`config.mk`:
```
export PLATFORM = sky130hd
export DESIGN_NAME = up_counter_mod_flat
export DESIGN_NICKNAME = d
export VERILOG_FILES = /design/src/rtl/up_counter_mod_if.sv /design/src/rtl/up_counter_mod.sv /design/src/flat_wrapper.sv
export SDC_FILE = /design/constraint.sdc
export NUM_CORES = 1
export LEC_CHECK = 0
export CAP_MARGIN = 5
export CORE_AREA = 10 10 47 49
export CTS_CLUSTER_DIAMETER = 150
export CTS_CLUSTER_SIZE = 30
export DETAILED_ROUTE_END_ITERATION = 16
export DIE_AREA = 0 0 57 59
export GPL_TIMING_DRIVEN = 0
export HOLD_SLACK_MARGIN = 0.06
export PLACE_DENSITY = 0.44
export SLEW_MARGIN = 20
export SYNTH_ARGS = -nofsm -noshare
export SYNTH_HDL_FRONTEND = slang
export SYNTH_SLANG_ARGS = --single-unit
```
`constraint.sdc`:
```
create_clock -name clk -period 1.2 [get_ports clk]
set_input_delay 0.12 -clock clk [delete_from_list [all_inputs] [get_ports clk]]
set_output_delay 0.12 -clock clk [all_outputs]
set_load 0.02 [all_outputs]
```
`src/rtl/up_counter_mod_if.sv`:
```
// Bus bundle for up_counter_mod: load/count controls in, count and status out.
// The master modport drives the controls; the slave modport is the counter side.
interface up_counter_mod_if #(
  parameter int WIDTH = 3
);
  logic             load_en;
  logic [WIDTH-1:0] data_in;
  logic             cnt_en;
  logic [WIDTH-1:0] limit;
  logic [WIDTH-1:0] q_out;
  logic             tc;
  logic             running;

  modport master (
    output load_en, data_in, cnt_en, limit,
    input  q_out, tc, running
  );

  modport slave (
    input  load_en, data_in, cnt_en, limit,
    output q_out, tc, running
  );
endinterface

```
`src/rtl/up_counter_mod.sv`:
```
// Loadable up counter with terminal-count pulse and IDLE/RUN control FSM.
// Define UP_COUNTER_ONESHOT_EN to stop in a DONE state at limit instead of wrapping.
module up_counter_mod #(
  parameter int WIDTH = 3
) (
  input  logic             clk,
  input  logic             reset,
  up_counter_mod_if.slave  bus
);

`ifdef UP_COUNTER_ONESHOT_EN
  typedef enum logic [1:0] {IDLE, RUN, DONE} state_t;
`else
  typedef enum logic {IDLE, RUN} state_t;
`endif

  state_t           state, state_nxt;
  logic [WIDTH-1:0] q_p0, q_nxt;
  logic             tc_p0, tc_nxt;
  logic             running_p0;

  always_comb begin
    state_nxt = state;
    q_nxt     = q_p0;
    tc_nxt    = 1'b0;
    if (bus.load_en) begin
      q_nxt     = bus.data_in;
      state_nxt = IDLE;
    end else begin
      case (state)
        IDLE: begin
          if (bus.cnt_en) state_nxt = RUN;
        end
        RUN: begin
          if (!bus.cnt_en) begin
            state_nxt = IDLE;
          end else if (q_p0 == bus.limit) begin
`ifdef UP_COUNTER_ONESHOT_EN
            state_nxt = DONE;
`else
            q_nxt = '0;
`endif
          end else begin
            // tc marks only counts that arrive at limit by incrementing
            q_nxt  = q_p0 + 1'b1;
            tc_nxt = (q_nxt == bus.limit);
          end
        end
`ifdef UP_COUNTER_ONESHOT_EN
        DONE: begin
          state_nxt = DONE;
        end
`endif
        default: state_nxt = IDLE;
      endcase
    end
  end

  // Register stage: state, count and registered status flags
  always_ff @(posedge clk) begin
    if (reset) begin
      state      <= IDLE;
      q_p0       <= '0;
      tc_p0      <= 1'b0;
      running_p0 <= 1'b0;
    end else begin
      state      <= state_nxt;
      q_p0       <= q_nxt;
      tc_p0      <= tc_nxt;
      running_p0 <= (state_nxt == RUN);
    end
  end

  assign bus.q_out   = q_p0;
  assign bus.tc      = tc_p0;
  assign bus.running = running_p0;

endmodule

```
`src/flat_wrapper.sv`:
```
// flat-port wrapper written by rule: the top's interface ports become plain ports
module up_counter_mod_flat 
#(
  parameter int WIDTH = 3
)
  (clk, reset, bus_load_en, bus_data_in, bus_cnt_en, bus_limit, bus_q_out, bus_tc, bus_running);
  up_counter_mod_if #(.WIDTH(WIDTH)) bus_i ();
  input  logic clk;
  input  logic reset;
  input wire logic [$bits(bus_i.load_en)-1:0] bus_load_en;
  input wire logic [$bits(bus_i.data_in)-1:0] bus_data_in;
  input wire logic [$bits(bus_i.cnt_en)-1:0] bus_cnt_en;
  input wire logic [$bits(bus_i.limit)-1:0] bus_limit;
  output wire logic [$bits(bus_i.q_out)-1:0] bus_q_out;
  output wire logic [$bits(bus_i.tc)-1:0] bus_tc;
  output wire logic [$bits(bus_i.running)-1:0] bus_running;
  assign bus_i.load_en = bus_load_en;
  assign bus_i.data_in = bus_data_in;
  assign bus_i.cnt_en = bus_cnt_en;
  assign bus_i.limit = bus_limit;
  assign bus_q_out = bus_i.q_out;
  assign bus_tc = bus_i.tc;
  assign bus_running = bus_i.running;
  up_counter_mod #(.WIDTH(WIDTH)) u_core (.clk(clk), .reset(reset), .bus(bus_i));
endmodule
```
==> metrics.txt <==
# TYPE chip_impl_metric gauge
chip_impl_metric{name="first_iter_violations",unit=""} 6
chip_impl_metric{name="drc",unit=""} 0
chip_impl_metric{name="total_global_routing_track_utilization",unit=""} 0.05443
chip_impl_metric{name="seq_area_frac_synth",unit=""} 0.3587
chip_impl_info{name="status",value="finished, final reports clean"} 1
chip_impl_metric{name="synth_to_final_area_change",unit="%"} 74.44
chip_impl_metric{name="via_per_inst",unit=""} 4.565
chip_impl_metric{name="maxCapViolations",unit=""} 0
chip_impl_metric{name="via_count_of_the_first_global_routing_pass",unit=""} 319
chip_impl_metric{name="number_of_standard_cells_in_the_final_layout_excluding_fillers",unit=""} 62
chip_impl_metric{name="num_io_pins",unit=""} 15
chip_impl_metric{name="worst-r2r-setup-slack",unit="ns"} 0.06
chip_impl_metric{name="detailedPlacementHpwl",unit="microns"} 674
chip_impl_metric{name="final_area",unit="sq um"} 486.7
chip_impl_metric{name="design.die.area",unit="sq um"} 3363
chip_impl_metric{name="number_of_standard_cell_rows_in_the_floorplan",unit=""} 14
chip_impl_metric{name="area_fraction_in_compound_gates_after_synthesis",unit=""} 0.2242
chip_impl_metric{name="clk-insertion-delay-late",unit="ns"} 0.26
chip_impl_metric{name="nNetsFinal",unit=""} 58
chip_impl_metric{name="worst_path_largest_cell_delay",unit="ns"} 0.49
chip_impl_metric{name="number_of_warnings_issued_by_yosys",unit=""} 0
chip_impl_metric{name="cts_inserted_buffers",unit=""} 3
chip_impl_metric{name="worst_hold_check_slack",unit="ns"} 0.1610
chip_impl_metric{name="timing.clock.skew",unit="ns"} 0.009986
chip_impl_metric{name="worst-endpoint-required",unit="ns"} 1.36
chip_impl_info{name="setup.worst_path.start_class",value="input pin"} 1
chip_impl_metric{name="post_synth_mux_area_share",unit=""} 0
chip_impl_metric{name="n_fill_cell",unit=""} 171
chip_impl_info{name="unrepaired_setup_endpoints_after_global_routing",value="false"} 1
chip_impl_metric{name="routedWlPerCell",unit="microns"} 13.24
chip_impl_metric{name="critical_path.max_fanout",unit=""} 5
chip_impl_metric{name="synth_cells",unit=""} 28
chip_impl_metric{name="simple_gate_share_of_the_synthesized_area",unit=""} 0.1570
chip_impl_metric{name="ys_ff_latch",unit=""} 5
chip_impl_metric{name="path_depth",unit=""} 4
chip_impl_metric{name="chipHeight",unit="microns"} 59
chip_impl_info{name="crit_slowest_cell",value="sky130_fd_sc_hd__clkdlybuf4s50_1"} 1
chip_impl_metric{name="clock_sink_count",unit=""} 5
chip_impl_info{name="timing.critical_path.cells",value="clkdlybuf4s50_1 -> nand2_2 -> or3_4 -> o32ai_2"} 1
chip_impl_metric{name="number_of_antenna_violations_at_the_first_check_in_global_routing",unit=""} 0
chip_impl_metric{name="leakage",unit="nW"} 0.1992
chip_impl_metric{name="post_cts_hold_buffer_count",unit=""} 0
chip_impl_metric{name="gp_congestion",unit=""} 0.7388
chip_impl_info{name="endpoint",value="u_core.bus.q_out[2]$_SDFFE_PP0P_"} 1
chip_impl_metric{name="gr-total-overflow",unit=""} 0
chip_impl_info{name="critical-path-top-delay-family",value="buffers and inverters"} 1
chip_impl_metric{name="setup-violations-final",unit=""} 0
chip_impl_info{name="startpoint",value="bus_cnt_en"} 1
chip_impl_metric{name="place_area",unit="sq um"} 442.9
chip_impl_metric{name="vias",unit=""} 283
chip_impl_metric{name="postCtsSetupBuffers",unit=""} 0
chip_impl_metric{name="cp_num_buf_inv",unit=""} 1
chip_impl_info{name="setup.worst_path.end_class",value="register"} 1
chip_impl_metric{name="n_antenna_cell",unit=""} 0
chip_impl_metric{name="drive_above_1_share",unit=""} 0.2826
chip_impl_metric{name="endpoint_arrival_time_on_the_critical_path",unit="ns"} 1.30
chip_impl_metric{name="worst_r2r_path_depth",unit=""} 3
chip_impl_metric{name="grt_start_max_net_pins",unit=""} 9
chip_impl_metric{name="timing.final.crit_period",unit="ns"} 1.142
chip_impl_metric{name="die_x",unit="microns"} 57
chip_impl_metric{name="detail_route.first_pass.iterations",unit=""} 4
chip_impl_metric{name="post_synth_instance_area",unit="sq um"} 279.0
chip_impl_metric{name="final_number_of_hold_violating_endpoints",unit=""} 0
chip_impl_metric{name="post-route-period-util",unit=""} 0.9518
chip_impl_info{name="dominant_combinational_cell_family_by_area_after_synthesis",value="compound AO/OA/AOI/OAI gates"} 1
chip_impl_info{name="critical_path_class",value="in2reg"} 1
chip_impl_metric{name="finalMaxSlewViolations",unit=""} 0
chip_impl_info{name="regToRegStartpoint",value="u_core.bus.q_out[1]$_SDFFE_PP0P_"} 1
chip_impl_metric{name="synth_fa_ha_area_frac",unit=""} 0.04484
chip_impl_metric{name="io_buffer_count",unit=""} 14
chip_impl_metric{name="synth_xor_area_frac",unit=""} 0.1883
chip_impl_metric{name="grt_first_pass_wirelength",unit="microns"} 1352
chip_impl_metric{name="htreeDepth",unit=""} 1
chip_impl_metric{name="maxClockFrequency",unit="MHz"} 875.5
chip_impl_metric{name="tightest_pin_transition",unit="ns"} 0.2840
chip_impl_metric{name="numPlacedInstances",unit=""} 58
chip_impl_metric{name="drt.antenna.violating_nets",unit=""} 0
chip_impl_info{name="cts_tree",value="done"} 1
chip_impl_metric{name="core",unit="sq um"} 1401
chip_impl_info{name="worstReg2RegEnd",value="u_core.bus.q_out[0]$_SDFFE_PP0P_"} 1
chip_impl_metric{name="layout.core_utilization",unit=""} 0.3473
chip_impl_metric{name="drt-total-wl",unit="microns"} 821
chip_impl_metric{name="syn_avg_cell_area",unit="sq um"} 9.965
chip_impl_metric{name="path_clk_slew",unit="ns"} 0.05
chip_impl_info{name="cts_root_buf",value="sky130_fd_sc_hd__clkbuf_4"} 1
chip_impl_metric{name="worst_slew_margin_rel",unit=""} 0.8093
chip_impl_metric{name="mappedNetlistNets",unit=""} 39
chip_impl_metric{name="powerDensity",unit="nW/um^2"} 1051
chip_impl_metric{name="yosysUniqueCellTypes",unit=""} 16
chip_impl_info{name="hp-class",value="in2reg"} 1
chip_impl_metric{name="peakVddDrop",unit="mV"} 0.4123
chip_impl_metric{name="floorplan.initialDensity",unit=""} 0.1991
chip_impl_metric{name="max-clock-path-buffers",unit=""} 2
==> through the flow <==
stage          total power [mW]  TNS (ns)  setup WS, ns
2_1_floorplan            0.2446         0       0.04688
3_3_place_gp             0.3039   -0.9895       -0.2987
3_5_place_dp             0.3057    -1.028       -0.3068
4_1_cts                  0.5110         0      0.004202
5_1_grt                  0.5401         0      0.001334
6_report                 0.5114         0       0.05783
==> cells in the mapped netlist, drive strengths merged <==
| master | instances | area share |
|---|---|---|
| o32ai | 2 | 0.063 |
| or3 | 1 | 0.022 |
| a21oi | 1 | 0.018 |
| xnor2 | 5 | 0.16 |
| a311o | 1 | 0.036 |
| dfxtp | 5 | 0.36 |
| inv | 2 | 0.027 |
| a221oi | 1 | 0.054 |
| and3 | 1 | 0.027 |
| nor3b | 1 | 0.027 |
| nor4 | 1 | 0.022 |
| nor2b | 2 | 0.045 |
| ha | 1 | 0.045 |
| nand2 | 1 | 0.013 |
| a22oi | 2 | 0.054 |
| xor2 | 1 | 0.031 |
==> layout make-up <==
cell class              count  area, sq um  share of cell area
inverters                   2        7.507             0.01542
clock buffers               4        26.28             0.05398
well taps                  16        20.02             0.04113
flip-flops and latches      5        105.1              0.2159
multi-input cells          21        192.7              0.3959
repair buffers             14        135.1              0.2776
==> sequential cells by signal, summed over array words and instances (netlist names) <==
| register | cells |
|---|---|
| u_core.bus.tc | 1 |
| u_core.state | 1 |
| u_core.bus.q_out | 3 |
==> power breakdown <==
| group | internal [mW] | leakage [nW] | switching, mW |
|---|---|---|---|
| sequential | 0.176 | 0.0425 | 0.00907 |
| clock | 0.127 | 0.0150 | 0.0835 |
| combinational | 0.0625 | 0.142 | 0.0536 |
| total | 0.365 | 0.199 | 0.146 |
==> timing repair <==
action,4_1_cts,5_1_grt
pin swaps,0,1
gates resized for setup,7,5
setup endpoints to repair,7,3
==> kinds of logic after synthesis <==
family                     count (synthesis)
AOI/OAI and AO/OA                          7
xor gates and xnor gates                   6
adders and majority gates                  1
buffers and inverters                      2
DFF                                        5
and+or+nand+nor                            7
==> metal layers <==
metal | GRT usage | wire length [microns] | vias up
li1 | - | - | 144
met1 | 0.04270 | 277 | 125
met2 | 0.08682 | 426 | 10
met3 | 0.04077 | 89 | 4
met4 | 0.05034 | 27 | 0
met5 | 0 | 0 | -
==> cell usage in the layout (no fill, tap or decap), types with 2 or more instances in the layout <==
master                            n
sky130_fd_sc_hd__xnor2_1          5
sky130_fd_sc_hd__dlygate4sd2_1    6
sky130_fd_sc_hd__a22oi_1          2
sky130_fd_sc_hd__dfxtp_2          4
sky130_fd_sc_hd__clkbuf_4         3
sky130_fd_sc_hd__clkdlybuf4s50_1  7
sky130_fd_sc_hd__nor2b_1          2
sky130_fd_sc_hd__inv_1            2
==> worst min path at each step <==
stage,from,endpoint,slack [ns],cells after the start
after floorplan,reset,u_core.bus.q_out[0]$_SDFFE_PP0P_,0.18,1
after global placement,u_core.bus.q_out[2]$_SDFFE_PP0P_,u_core.bus.q_out[2]$_SDFFE_PP0P_,0.58,2
after detailed placement,u_core.bus.q_out[2]$_SDFFE_PP0P_,u_core.bus.q_out[2]$_SDFFE_PP0P_,0.58,2
after CTS,bus_load_en,u_core.state$_SDFF_PP0_,0.36,2
after global routing,reset,u_core.bus.q_out[0]$_SDFFE_PP0P_,0.20,2
final,reset,u_core.bus.q_out[0]$_SDFFE_PP0P_,0.16,2
(Power assumes the default switching activity.)
